--- config.mk ---
export PLATFORM = sky130hd
export DESIGN_NAME = rx_link_controller
export DESIGN_NICKNAME = d
export VERILOG_FILES = /design/src/rtl/rx_link_pkg.sv /design/src/rtl/rx_link_controller_assembler.sv /design/src/rtl/rx_link_controller.sv
export SDC_FILE = /design/constraint.sdc
export NUM_CORES = 1
export LEC_CHECK = 0
export CORE_MARGIN = 4
export CORE_UTILIZATION = 59
export DETAILED_ROUTE_END_ITERATION = 12
export PLACE_DENSITY = 0.79
export SYNTH_ARGS = -nofsm -noshare
export SYNTH_HDL_FRONTEND = slang
export SYNTH_SLANG_ARGS = --single-unit
--- constraint.sdc ---
create_clock -name clk -period 2.5 [get_ports clk]
set_input_delay 0.625 -clock clk [delete_from_list [all_inputs] [get_ports clk]]
set_output_delay 0.625 -clock clk [all_outputs]
set_load 0.01 [all_outputs]
--- src/rtl/rx_link_pkg.sv ---
// Shared types for the receive link controller: FSM states, frame error causes
// and the byte width used by the bit assembler and frame parser.
package rx_link_pkg;

  localparam int BYTE_W = 8;

  typedef enum logic [2:0] {
    ST_RESYNC,
    ST_HUNT,
    ST_LEN,
    ST_PAYLOAD,
    ST_CSUM
  } rx_state_t;

  typedef enum logic [1:0] {
    ERR_CSUM    = 2'd0,
    ERR_LEN     = 2'd1,
    ERR_TIMEOUT = 2'd2,
    ERR_OVF     = 2'd3
  } rx_err_t;

  function automatic logic is_frame_state(input rx_state_t s);
    return (s == ST_LEN) || (s == ST_PAYLOAD) || (s == ST_CSUM);
  endfunction

endpackage

--- src/rtl/rx_link_controller_assembler.sv ---
// MSB-first bit assembler shared by sync hunting (full-window compare) and
// byte assembly; its strobes are combinational so the parser reacts in the same cycle.
module rx_byte_assembler
  import rx_link_pkg::*;
(
  input  logic              clk,
  input  logic              rst,
  input  logic              clear,
  input  logic              bit_in,
  input  logic              bit_valid,
  output logic [BYTE_W-1:0] word_next,
  output logic              byte_done,
  output logic              word_full
);

  logic [BYTE_W-1:0] shreg;
  logic [2:0]        bit_cnt;
  logic              filled;

  assign word_next = {shreg[BYTE_W-2:0], bit_in};
  assign byte_done = bit_valid && (bit_cnt == 3'd7);
  // A window compare is only meaningful once eight real bits sit in the register.
  assign word_full = bit_valid && (filled || (bit_cnt == 3'd7));

  always_ff @(posedge clk or negedge rst) begin
    if (!rst) begin
      shreg   <= '0;
      bit_cnt <= '0;
      filled  <= 1'b0;
    end else if (clear) begin
      shreg   <= '0;
      bit_cnt <= '0;
      filled  <= 1'b0;
    end else if (bit_valid) begin
      shreg   <= word_next;
      bit_cnt <= bit_cnt + 3'd1;
      if (bit_cnt == 3'd7) filled <= 1'b1;
    end
  end

endmodule

--- src/rtl/rx_link_controller.sv ---
// Frame controller for the oversampling receiver: resync, sync hunt,
// length/payload/checksum parsing and valid/ready byte delivery.
module rx_link_controller
  import rx_link_pkg::*;
#(
  parameter logic [7:0] SYNC_WORD     = 8'hA7,
  parameter int         MAX_LEN       = 64,
  parameter int         RESYNC_CYCLES = 16,
  parameter int         BIT_TIMEOUT   = 200
) (
  input  logic       clk,
  input  logic       rst,
  input  logic       bit_in,
  input  logic       bit_valid,
  output logic       rx_rst,
  output logic [7:0] byte_out,
  output logic       byte_valid,
  input  logic       byte_ready,
  output logic       frame_last,
  output logic       frame_ok,
  output logic       frame_err,
  output logic [1:0] err_code,
  output logic       busy
);

  localparam int RS_W  = (RESYNC_CYCLES > 1) ? $clog2(RESYNC_CYCLES) : 1;
  localparam int TMO_W = (BIT_TIMEOUT > 1) ? $clog2(BIT_TIMEOUT) : 1;
  localparam logic [RS_W-1:0]   RS_LAST   = RS_W'(RESYNC_CYCLES - 1);
  localparam logic [TMO_W-1:0]  TMO_LAST  = TMO_W'(BIT_TIMEOUT - 1);
  localparam logic [BYTE_W-1:0] MAX_LEN_B = BYTE_W'(MAX_LEN);

  rx_state_t         state;
  logic [RS_W-1:0]   rs_cnt;
  logic [TMO_W-1:0]  tmo_cnt;
  logic [BYTE_W-1:0] len_r;
  logic [BYTE_W-1:0] pay_cnt;
  logic [BYTE_W-1:0] acc;

  logic [BYTE_W-1:0] word_next;
  logic              byte_done;
  logic              word_full;
  logic              in_frame;
  logic              sync_hit;
  logic              tmo_hit;
  logic              pay_last;
  logic              len_bad;
  logic              ovf;
  logic              clear;

  assign in_frame = is_frame_state(state);
  assign sync_hit = (state == ST_HUNT) && word_full && (word_next == SYNC_WORD);
  assign tmo_hit  = in_frame && !bit_valid && (tmo_cnt == TMO_LAST);
  assign pay_last = (pay_cnt == (len_r - 8'd1));
  assign len_bad  = (word_next == '0) || (word_next > MAX_LEN_B);
  assign ovf      = byte_valid && !byte_ready;
  // Restart bit alignment whenever the parser changes phase; RESYNC keeps it flushed.
  assign clear    = (state == ST_RESYNC) || sync_hit || tmo_hit || (byte_done && in_frame);

  rx_byte_assembler u_asm (
    .clk       (clk),
    .rst       (rst),
    .clear     (clear),
    .bit_in    (bit_in),
    .bit_valid (bit_valid),
    .word_next (word_next),
    .byte_done (byte_done),
    .word_full (word_full)
  );

  always_ff @(posedge clk or negedge rst) begin
    if (!rst) begin
      state      <= ST_RESYNC;
      rx_rst     <= 1'b1;
      rs_cnt     <= '0;
      tmo_cnt    <= '0;
      len_r      <= '0;
      pay_cnt    <= '0;
      acc        <= '0;
      byte_out   <= '0;
      byte_valid <= 1'b0;
      frame_last <= 1'b0;
      frame_ok   <= 1'b0;
      frame_err  <= 1'b0;
      err_code   <= ERR_CSUM;
      busy       <= 1'b0;
    end else begin
      frame_ok  <= 1'b0;
      frame_err <= 1'b0;
      if (byte_valid && byte_ready) byte_valid <= 1'b0;

      if (!in_frame || bit_valid || tmo_hit) tmo_cnt <= '0;
      else                                   tmo_cnt <= tmo_cnt + 1'b1;

      case (state)
        ST_RESYNC: begin
          if (rs_cnt == RS_LAST) begin
            rs_cnt <= '0;
            rx_rst <= 1'b0;
            state  <= ST_HUNT;
          end else begin
            rs_cnt <= rs_cnt + 1'b1;
          end
        end
        ST_HUNT: begin
          if (sync_hit) begin
            state <= ST_LEN;
            busy  <= 1'b1;
          end
        end
        ST_LEN: begin
          if (byte_done) begin
            if (len_bad) begin
              frame_err <= 1'b1;
              err_code  <= ERR_LEN;
              rx_rst    <= 1'b1;
              busy      <= 1'b0;
              state     <= ST_RESYNC;
            end else begin
              len_r   <= word_next;
              acc     <= word_next;
              pay_cnt <= '0;
              state   <= ST_PAYLOAD;
            end
          end
        end
        ST_PAYLOAD: begin
          if (byte_done) begin
            // An unaccepted byte would be overwritten; abort instead of dropping data.
            if (ovf) begin
              frame_err  <= 1'b1;
              err_code   <= ERR_OVF;
              byte_valid <= 1'b0;
              rx_rst     <= 1'b1;
              busy       <= 1'b0;
              state      <= ST_RESYNC;
            end else begin
              byte_out   <= word_next;
              byte_valid <= 1'b1;
              frame_last <= pay_last;
              acc        <= acc ^ word_next;
              pay_cnt    <= pay_cnt + 8'd1;
              if (pay_last) state <= ST_CSUM;
            end
          end
        end
        ST_CSUM: begin
          if (byte_done) begin
            if (word_next == acc) begin
              frame_ok <= 1'b1;
            end else begin
              frame_err <= 1'b1;
              err_code  <= ERR_CSUM;
            end
            busy  <= 1'b0;
            state <= ST_HUNT;
          end
        end
        default: begin
          rx_rst <= 1'b1;
          busy   <= 1'b0;
          state  <= ST_RESYNC;
        end
      endcase

      // Timeout only fires on a clock without bit_valid, so it never collides with a byte event.
      if (tmo_hit) begin
        frame_err <= 1'b1;
        err_code  <= ERR_TIMEOUT;
        rx_rst    <= 1'b1;
        busy      <= 1'b0;
        state     <= ST_RESYNC;
      end
    end
  end

endmodule

==> impl_results.md <==
- Crit Path Class: in -> reg
- Total vias in the final route: 2681
- WL final: 7.48 mm
- CP required: 2.72 ns
- Area share of the largest cell type after synthesis: 46.9%
- Period minus WS final: 2.37 ns
- Post-synthesis register bit count: 66
- Post-route cell area: 0.00418 mm2
- Syn avg cell area: 10.3 um2
- Total global-route track usage: 22.6%
- N_diodes: 0
- DP Worst Slack: -0.427 ns
- Max-Cap Viols: 0
- Leak Pwr: 1.92 nW
- Most frequent cells in the layout: dfrtp_1 (65), buf_4 (36), nor2_1 (33), xor2_1 (25), nand2_1 (25)
- Cell family with most CP delay: simple AND/OR/NAND/NOR gates
- Starting density of the core: 61.9%
- Pin count of the biggest net entering global routing: 40
- GR Overflow Total: 0
- CTS tree: yes
- Setup violators final: 0
- # IOs: 21
- R2R cell count: 8
- Crit. End Element: flop
- Max-slew headroom: 57.1%
- RR Endpoint: state[1]
- WP depth: 9
- Async SR Flop Fraction: 100%
- Final hold vios: 0
- Final WS setup: 0.131 ns
- Ys Warns: 0
- Reg-to-reg setup timing slack: 0.21 ns
- Largest cells by area after synthesis: dfrtp_1 (47%), xor2_1 (6.3%), mux2_2 (4.9%)
- CP arrival: 2.59 ns
- Layout cells sized above 1: 22.2%
- # clock sinks: 66
- Crit start category: input pin
- Initial drt markers: 170
- Power density cells: 857 mW/mm2
- IR drop worst, VDD: 0.523 mV
- Chip Width: 84.7 um
- Die Y: 84.7 um
- Status: finished clean
- Full die area: 0.00717 mm2
- Mapped Area: 0.00347 mm2
- Cell Count Post-Placement: 441
- DRC violations left: 0
- H-Tree Depth: 3
- Core footprint: 0.00561 mm2
- Max stage delay on crit path: 0.57 ns
- Total CTS buffers: 9
- Hold crit path type: in -> async
- Later-pin clock latency in the skew report: 0.35 ns
- Routed Antenna Nets: 0
- # hold bufs at CTS: 0
- Period utilization: 94.7%
- Routability Congestion: 0.913
- Final non-filler cell total: 464
- Syn nets: 347
- RSZ-0062 raised after global routing: false
- Clock Tree Buf Depth: 2
- Vias/cell: 5.78
- Detailed Routing Iterations Pass 1: 4
- Placed wire-length estimate: 5.11 mm
- Worst Setup SP: bit_in
- Synth Flop Type: dfrtp_1
- Number of global-route vias before repair: 2768
- R2r startpoint: len_r[4]
- Worst path bufs/invs: 3
- Seq/Total Area, Yosys: 47.6%
- Final Skew: 0.0132 ns
- Worst-margin pin slew: 0.644 ns
- Clk pin slew, worst setup/hold paths: 0.07 ns
- Std-Cell Rows: 27
- Layout net count: 398
- Crit path top cell by count: buf_4
- Setup TNS Final: 0 ns
- Leading area contributor after synthesis: dfrtp_1
- I/O Buffers: 20
- Number of enable flip-flop cells after synthesis: 0
- First-pass GRT wire length: 13.0 mm
- Maximum clock rate: 422 MHz
- Crit-path max FO: 8
- Distinct cells, synth: 54
- Synth Instances: 336
- Clock Root Buffer: clkbuf_8
- Commonest non-fill, non-tap cell in the layout: dfrtp_1
- Tot Pwr: 3.58 mW
- # fillers: 401
- Worst path cell trace: dlygate4sd2_1 > nor4_1 > buf_4 > a21boi_0 > or4_1 > a21oi_2 > buf_4 > nand2_1 > xor2_1
- Slew Viols, Final: 0
- Routed WL per cell: 16.1 um
- Initial antenna violation count: 0
- CP max-delay cell: or4_1
- Layout area overhead: 20.4%
- Setup crit end: acc[0]
- Final Util: 74.5%
- Hold Slack: 0.302 ns
- Area post-placement: 0.00392 mm2
[per-layer routing]
metal | vias to the layer above | track usage, % | wire length (um)
met3 | 21 | 3.83 | 314
met4 | 0 | 10.6 | 196
met2 | 60 | 37.6 | 3590
met1 | 1323 | 28.7 | 3390
li1 | 1277 | - | -
met5 | - | 0 | 0
[synthesized netlist by cell type (all sizes together), types with 7 or more instances]
cell and instances:
a21oi 8, o21ai 12, xnor2 15, nand3 15
xor2 25, clkbuf 13, nand2b 7, and3 7
dfrtp 65, nor2 37, mux2 15, mux2i 11
nand2 26, buf 8
[logic make-up (layout without fill, tap and decap cells)]
kind of cell | count (synthesis) | in the layout | synth area share, %
multiplexers | 26 | 26 | 8.04
adder cells (fa/ha/maj) | 6 | 6 | 2.16
AO/OA/AOI/OAI | 49 | 49 | 9.88
AND/OR/NAND/NOR | 122 | 122 | 18.1
XOR/XNOR | 40 | 40 | 10.1
buffers and inverters | 27 | 83 | 4.07
flip-flops | 66 | 66 | 47.6
[sequential cells by signal, indices dropped and copies added (netlist names)]
register,flops
rs_cnt,4
pay_cnt,8
state,3
frame_last,1
u_asm.filled,1
frame_ok,1
byte_valid,1
acc,8
byte_out,8
frame_err,1
u_asm.shreg,7
rx_rst,1
tmo_cnt,8
err_code,2
u_asm.bit_cnt,3
len_r,8
busy,1
[what timing repair did]
action / CTS / global route
setup buffers: 7 / 0
resized for setup: 8 / 3
pin swaps: 4 / 2
cloned: 0 / 0
setup endpoints to repair: 19 / 8
[cell type report]
cell class | count | area (um2) | share of cell area, %
well taps | 72 | 90.1 | 2.16
clock inverters | 3 | 15.0 | 0.359
multi-input cells | 243 | 1700 | 40.7
clock buffers | 13 | 159 | 3.80
flip-flops and latches | 66 | 1650 | 39.5
repair buffers | 61 | 538 | 12.9
inverters | 6 | 22.5 | 0.539
[report_power, final]
part	internal [mW]	switching, mW	total [mW]
Combinational	0.639	0.682	1.32
Sequential	1.27	0.193	1.46
Clock	0.410	0.389	0.798
Total	2.32	1.26	3.58
[worst min path at each step]
stage	cells past startpoint	to	from
2_1_floorplan	0	acc[0]	rst
3_3_place_gp	1	tmo_cnt[0]	tmo_cnt[0]
3_5_place_dp	1	tmo_cnt[0]	tmo_cnt[0]
4_1_cts	1	u_asm.bit_cnt[1]	rst
5_1_grt	1	tmo_cnt[6]	rst
6_report	1	byte_out[2]	rst
(Power assumes the default switching activity.)
